--- config.mk ---
export PLATFORM = sky130hd
export DESIGN_NAME = ef_tmr32
export DESIGN_NICKNAME = d
export VERILOG_FILES = /design/src/rtl/ef_tmr32_pkg.sv /design/src/rtl/ef_tmr32_sync_edge.sv /design/src/rtl/ef_tmr32.sv
export SDC_FILE = /design/constraint.sdc
export NUM_CORES = 1
export LEC_CHECK = 0
export CORE_MARGIN = 2
export CORE_UTILIZATION = 30
export CTS_CLUSTER_DIAMETER = 80
export DETAILED_ROUTE_END_ITERATION = 6
export DONT_BUFFER_PORTS = 1
export SYNTH_ARGS = -nofsm -noshare
export SYNTH_HDL_FRONTEND = slang
export SYNTH_SLANG_ARGS = --single-unit
--- constraint.sdc ---
create_clock -name clk -period 4.1 [get_ports clk]
set_clock_uncertainty 0.1 [all_clocks]
set_input_delay 0.41 -clock clk [delete_from_list [all_inputs] [get_ports clk]]
set_output_delay 0.41 -clock clk [all_outputs]
set_load 0.03 [all_outputs]
--- src/rtl/ef_tmr32_pkg.sv ---
// rtl/ef_tmr32_pkg.sv - shared encodings and helpers for the ef_tmr32 timer
package ef_tmr32_pkg;

    // Tick source selection (clk_src)
    localparam logic [3:0] CLK_DIV1   = 4'd0;
    localparam logic [3:0] CLK_DIV2   = 4'd1;
    localparam logic [3:0] CLK_DIV4   = 4'd2;
    localparam logic [3:0] CLK_DIV8   = 4'd3;
    localparam logic [3:0] CLK_DIV16  = 4'd4;
    localparam logic [3:0] CLK_DIV32  = 4'd5;
    localparam logic [3:0] CLK_DIV64  = 4'd6;
    localparam logic [3:0] CLK_DIV128 = 4'd7;
    localparam logic [3:0] CLK_DIV256 = 4'd8;
    localparam logic [3:0] CLK_EXT    = 4'd9;

    // Capture edge selection (cp_event)
    localparam logic [1:0] CP_NONE = 2'd0;
    localparam logic [1:0] CP_RISE = 2'd1;
    localparam logic [1:0] CP_FALL = 2'd2;
    localparam logic [1:0] CP_BOTH = 2'd3;

    localparam logic [31:0] CNT_MAX = 32'hFFFF_FFFF;

    // Low n prescaler bits that must all be ones for a divide-by-2^n tick
    function automatic logic [7:0] div_mask(input logic [3:0] src);
        logic [8:0] m;
        m = (9'd1 << src) - 9'd1;
        return m[7:0];
    endfunction

endpackage

--- src/rtl/ef_tmr32_sync_edge.sv ---
// rtl/ef_tmr32_sync_edge.sv - 2-flop synchronizer with rise/fall edge detect
module ef_tmr32_sync_edge (
    input  logic clk,
    input  logic rst_n,
    input  logic en,
    input  logic din,
    output logic rise,
    output logic fall
);

    logic meta;
    logic sync;
    logic last;

    // Two synchronizing stages plus one history stage for edge detection
    always_ff @(posedge clk or negedge rst_n) begin
        if (!rst_n) begin
            meta <= 1'b0;
            sync <= 1'b0;
            last <= 1'b0;
        end else if (!en) begin
            meta <= 1'b0;
            sync <= 1'b0;
            last <= 1'b0;
        end else begin
            meta <= din;
            sync <= meta;
            last <= sync;
        end
    end

    assign rise = sync & ~last;
    assign fall = ~sync & last;

endmodule

--- src/rtl/ef_tmr32.sv ---
// rtl/ef_tmr32.sv - 32-bit timer/counter with PWM, input capture and match
module ef_tmr32
    import ef_tmr32_pkg::*;
(
    input  logic        clk,
    input  logic        rst_n,
    input  logic        en,
    input  logic        ctr_in,
    input  logic [3:0]  clk_src,
    input  logic        tmr_en,
    input  logic        up,
    input  logic        one_shot,
    input  logic [31:0] period,
    input  logic        pwm_en,
    input  logic [31:0] pwm_cmp,
    input  logic        cp_en,
    input  logic [1:0]  cp_event,
    input  logic [31:0] ctr_match,
    output logic [31:0] tmr,
    output logic [31:0] cp_count,
    output logic        to_flag,
    output logic        cp_flag,
    output logic        match_flag,
    output logic        pwm_out
);

    logic [7:0]  prescaler;
    logic        in_rise;
    logic        in_fall;
    logic        tick;

    logic [31:0] init_val;
    logic [31:0] tmr_next;
    logic        at_limit;
    logic        halted;
    logic        halted_next;
    logic        to_next;
    logic        match_next;

    logic [31:0] cp_cnt;
    logic        cp_hit;

    ef_tmr32_sync_edge u_sync (
        .clk   (clk),
        .rst_n (rst_n),
        .en    (en),
        .din   (ctr_in),
        .rise  (in_rise),
        .fall  (in_fall)
    );

    // Free-running prescaler, held at zero while the block is disabled
    always_ff @(posedge clk or negedge rst_n) begin
        if (!rst_n) begin
            prescaler <= 8'd0;
        end else if (!en) begin
            prescaler <= 8'd0;
        end else begin
            prescaler <= prescaler + 8'd1;
        end
    end

    // Tick source selection
    always_comb begin
        tick = 1'b0;
        case (clk_src)
            CLK_DIV1:   tick = 1'b1;
            CLK_DIV2, CLK_DIV4, CLK_DIV8, CLK_DIV16,
            CLK_DIV32, CLK_DIV64, CLK_DIV128, CLK_DIV256:
                tick = ((prescaler & div_mask(clk_src)) == div_mask(clk_src));
            CLK_EXT:    tick = in_rise;
            default:    tick = 1'b0;
        endcase
    end

    assign init_val = up ? 32'd0 : period;
    assign at_limit = up ? (tmr == period) : (tmr == 32'd0);

    // Next timer value, timeout/match pulses and one-shot halt
    always_comb begin
        tmr_next    = tmr;
        halted_next = halted;
        to_next     = 1'b0;
        match_next  = 1'b0;
        if (!tmr_en) begin
            tmr_next    = init_val;
            halted_next = 1'b0;
        end else if (halted) begin
            // A finished one-shot tracks INIT until tmr_en is dropped
            tmr_next = init_val;
        end else if (tick) begin
            if (at_limit) begin
                tmr_next    = init_val;
                to_next     = 1'b1;
                halted_next = one_shot;
            end else if (up) begin
                tmr_next = tmr + 32'd1;
            end else begin
                tmr_next = tmr - 32'd1;
            end
            match_next = (tmr_next == ctr_match);
        end
    end

    // Timer, flag and PWM registers
    always_ff @(posedge clk or negedge rst_n) begin
        if (!rst_n) begin
            tmr        <= 32'd0;
            halted     <= 1'b0;
            to_flag    <= 1'b0;
            match_flag <= 1'b0;
            pwm_out    <= 1'b0;
        end else if (!en) begin
            tmr        <= 32'd0;
            halted     <= 1'b0;
            to_flag    <= 1'b0;
            match_flag <= 1'b0;
            pwm_out    <= 1'b0;
        end else begin
            tmr        <= tmr_next;
            halted     <= halted_next;
            to_flag    <= to_next;
            match_flag <= match_next;
            pwm_out    <= pwm_en & tmr_en & (tmr < pwm_cmp);
        end
    end

    // Capture event selection
    always_comb begin
        cp_hit = 1'b0;
        case (cp_event)
            CP_NONE: cp_hit = 1'b0;
            CP_RISE: cp_hit = in_rise;
            CP_FALL: cp_hit = in_fall;
            CP_BOTH: cp_hit = in_rise | in_fall;
        endcase
    end

    // Interval counter and capture register
    always_ff @(posedge clk or negedge rst_n) begin
        if (!rst_n) begin
            cp_cnt   <= 32'd0;
            cp_count <= 32'd0;
            cp_flag  <= 1'b0;
        end else if (!en) begin
            cp_cnt   <= 32'd0;
            cp_count <= 32'd0;
            cp_flag  <= 1'b0;
        end else if (!cp_en) begin
            cp_cnt  <= 32'd0;
            cp_flag <= 1'b0;
        end else if (cp_hit) begin
            cp_count <= cp_cnt;
            cp_cnt   <= 32'd0;
            cp_flag  <= 1'b1;
        end else begin
            cp_flag <= 1'b0;
            if (cp_cnt != CNT_MAX) begin
                cp_cnt <= cp_cnt + 32'd1;
            end
        end
    end

endmodule

==> results by group <==
Power
  – Total power draw: 3.17 mW
  – Cell Pwr Density: 279 nW/µm²
  – Leak: 4.89 nW
  – Worst VDD drop: 0.173 mV

Final layout
  – Fill cells: 3532
  – Post-route insts no fill: 1684
  – Area grow syn2layout: 11.2%
  – Layout cells sized above 1: 9.02%
  – Final layout net count: 1403
  – Post-Layout Inst Area: 11400 µm²

Placement
  – Hpwl dp: 30.1 mm
  – Placed cell area: 11000 µm²
  – Buffers added on ports: 0
  – Dpl cells: 1660
  – Placer Congestion: 0.974

Worst setup path
  – Worst r2r src: tmr[20]$_DFFE_PN0P_
  – Setup crit start kind: flip-flop
  – Cells on worst reg2reg path: 11
  – WS Path Type: flip-flop to flip-flop
  – CP endpoint kind: flip-flop
  – R2r setup slk: 0.33 ns
  – Reg2reg end: match_flag$_DFF_PN0_
  – Worst-path maximum fanout: 8
  – Worst EP required: 4.27 ns
  – Crit path DAT: 3.94 ns

Global route
  – First-pass GRT wire length: 57.7 mm
  – Total global routing overflow: 0
  – Initial antenna violation count: 5
  – Overall Global Routing Usage: 21.3%
  – Largest net degree at the start of global routing: 113
  – Vias in the first global route: 9287

Logic synthesis
  – Post-Synthesis Cells: 1213
  – Mapped Avg Cell Area: 8.43 µm²
  – Syn Nets: 1391
  – Ys flop type: dfrtp_1
  – Synth Cell Area: 10200 µm²
  – Synth cell types: 85
  – Yosys warning total: 0
  – Ys async rst share: 100%
  – Post-synth EDFFs: 0
  – Register area share after synthesis: 27.4%
  – Synthesized flop and latch total: 112

Status
  – Status: completed

Clock tree
  – Clock Sinks: 112
  – CTS root buf: clkbuf_16
  – CTS Buffer Depth: 2
  – CTS tree: built
  – Worst-Skew Late Latency: 0.37 ns
  – Resized cells post-CTS: 0
  – H-tree level count: 3
  – Cts-stage hold buffer count: 2
  – CTS clk-pin slew, worst paths: 0.09 ns
  – TritonCTS buffer count: 9
  – Postcts setup bufs: 0

Detailed routing
  – First-pass DRT Iterations: 7
  – DRC violations left: 0
  – Routed Antenna Nets: 0
  – Detailed Route Iter0 Violations: 897
  – Drt wl/cell: 22.7 µm
  – Final wirelength: 38.3 mm
  – DR vias/cell: 5.73
  – Via count: 9655

Timing
  – Final slew viol count: 0
  – Max Freq: 265 MHz
  – Final period util: 91.9%
  – Hold Vio Cnt, Final: 0
  – Setup tns final: 0 ns
  – Fin crit period: 3.77 ns
  – Worst Max-Slew Pin Slew: 1.15 ns
  – Max transition margin: 23.5%
  – Hold slack final: 0.0755 ns
  – RSZ-0062 raised after global routing: no
  – Final Setup Violations: 0

Min path
  – Worst hold endpoint: cp_count[19]$_DFFE_PN0P_
  – Hold path cells: 1
  – Worst hold-check path type: input port to flip-flop
  – Hold path start: en

Job
  – Max-Cap Viols: 0

Floorplan
  – Initial Utilization: 30.5%
  – Die width: 189 µm
  – I/O pin total: 179
  – Cell row count: 67
  – Die height: 189 µm
  – Die area: 35600 µm²
  – Total core area: 33500 µm²
-- final cells by class --
class | count | area [µm²] | area share (%)
diodes | 6 | 15.0 | 0.132
clock buffers | 9 | 225 | 1.98
clock inverters | 7 | 105 | 0.924
inverters | 63 | 236 | 2.08
multi-input cells | 974 | 6910 | 60.7
flip-flops and latches | 112 | 2800 | 24.6
well taps | 448 | 561 | 4.93
repair buffers | 65 | 523 | 4.60
-- metrics by stage --
step	worst slack (ns)	util, %
floorplan	0.0788	-
global placement	0.369	32.8
detailed placement	0.312	32.8
CTS	0.341	33.9
global route	0.0627	33.9
finish	0.331	33.9
-- worst max-delay path, stage by stage (launching register included) --
cell	delay, ns
dfrtp_1	0.70
ha_1	0.44
a21o_1	0.25
a21oi_1	0.19
nand2_1	0.09
o311ai_1	0.47
nor2_1	0.08
o21ba_2	0.20
or4_1	0.51
nor3_1	0.23
o22ai_1	0.12
nor4_1	0.29
-- routing by layer --
metal | global-route usage [%] | routed length, µm
met4 | 10.9 | 1910
met3 | 4.81 | 3350
met1 | 28.3 | 16400
met2 | 32.3 | 16600
met5 | 0 | 0
-- flip-flops by register name, summed over array words and instances, names as in the netlist --
signal / flops
cp_cnt: 32
cp_count: 32
tmr: 32
prescaler: 8
cp_flag: 1
halted: 1
match_flag: 1
pwm_out: 1
to_flag: 1
u_sync.last: 1
u_sync.meta: 1
u_sync.sync: 1
-- cell usage in the layout, fill, tap and decap left out, types with 38 or more instances in the layout --
cell type and count:
a21oi_1 72, buf_4 62, dfrtp_1 112, ha_1 66, inv_1 63, mux2i_1 38, nand2_1 78, nand3_1 41
nor2_1 86, nor2b_1 64, o21ai_0 54, xnor2_1 67, xor2_1 48
-- logic make-up after synthesis --
logic type               after synthesis  share of synthesized area, %
AND/OR/NAND/NOR                      441                          23.1
AO/OA/AOI/OAI                        304                          20.9
buffers and inverters                127                          5.08
XOR/XNOR                             121                          11.2
flip-flops                           112                          27.4
adder cells (fa/ha/maj)               67                          8.27
multiplexers                          41                          4.05
-- worst max path at each step --
stage / from / endpoint / slack [ns] / cells past startpoint
2_1_floorplan: up / match_flag$_DFF_PN0_ / 0.08 / 14
3_3_place_gp: up / match_flag$_DFF_PN0_ / 0.37 / 13
3_5_place_dp: up / match_flag$_DFF_PN0_ / 0.31 / 13
4_1_cts: tmr[20]$_DFFE_PN0P_ / match_flag$_DFF_PN0_ / 0.34 / 11
5_1_grt: tmr[20]$_DFFE_PN0P_ / match_flag$_DFF_PN0_ / 0.06 / 10
6_report: tmr[20]$_DFFE_PN0P_ / match_flag$_DFF_PN0_ / 0.33 / 11
-- synth_stat cells (all sizes together) (34+ instances only) --
library cell	count	area share (%)
nand2	78	2.9
clkbuf	48	1.8
o21ai	58	2.8
inv	63	2.3
nand4	34	2.1
nand3	41	2.0
xor2	48	4.1
a21oi	77	4.0
dfrtp	112	27
nor2	86	3.2
nor2b	64	3.9
ha	66	8.1
xnor2	67	5.7
mux2i	38	3.7
-- power breakdown --
part | switching (mW) | internal (mW)
Clock | 0.494 | 0.501
Sequential | 0.0438 | 1.13
Combinational | 0.599 | 0.406
Note: power is estimated with default switching activity, not from simulation.
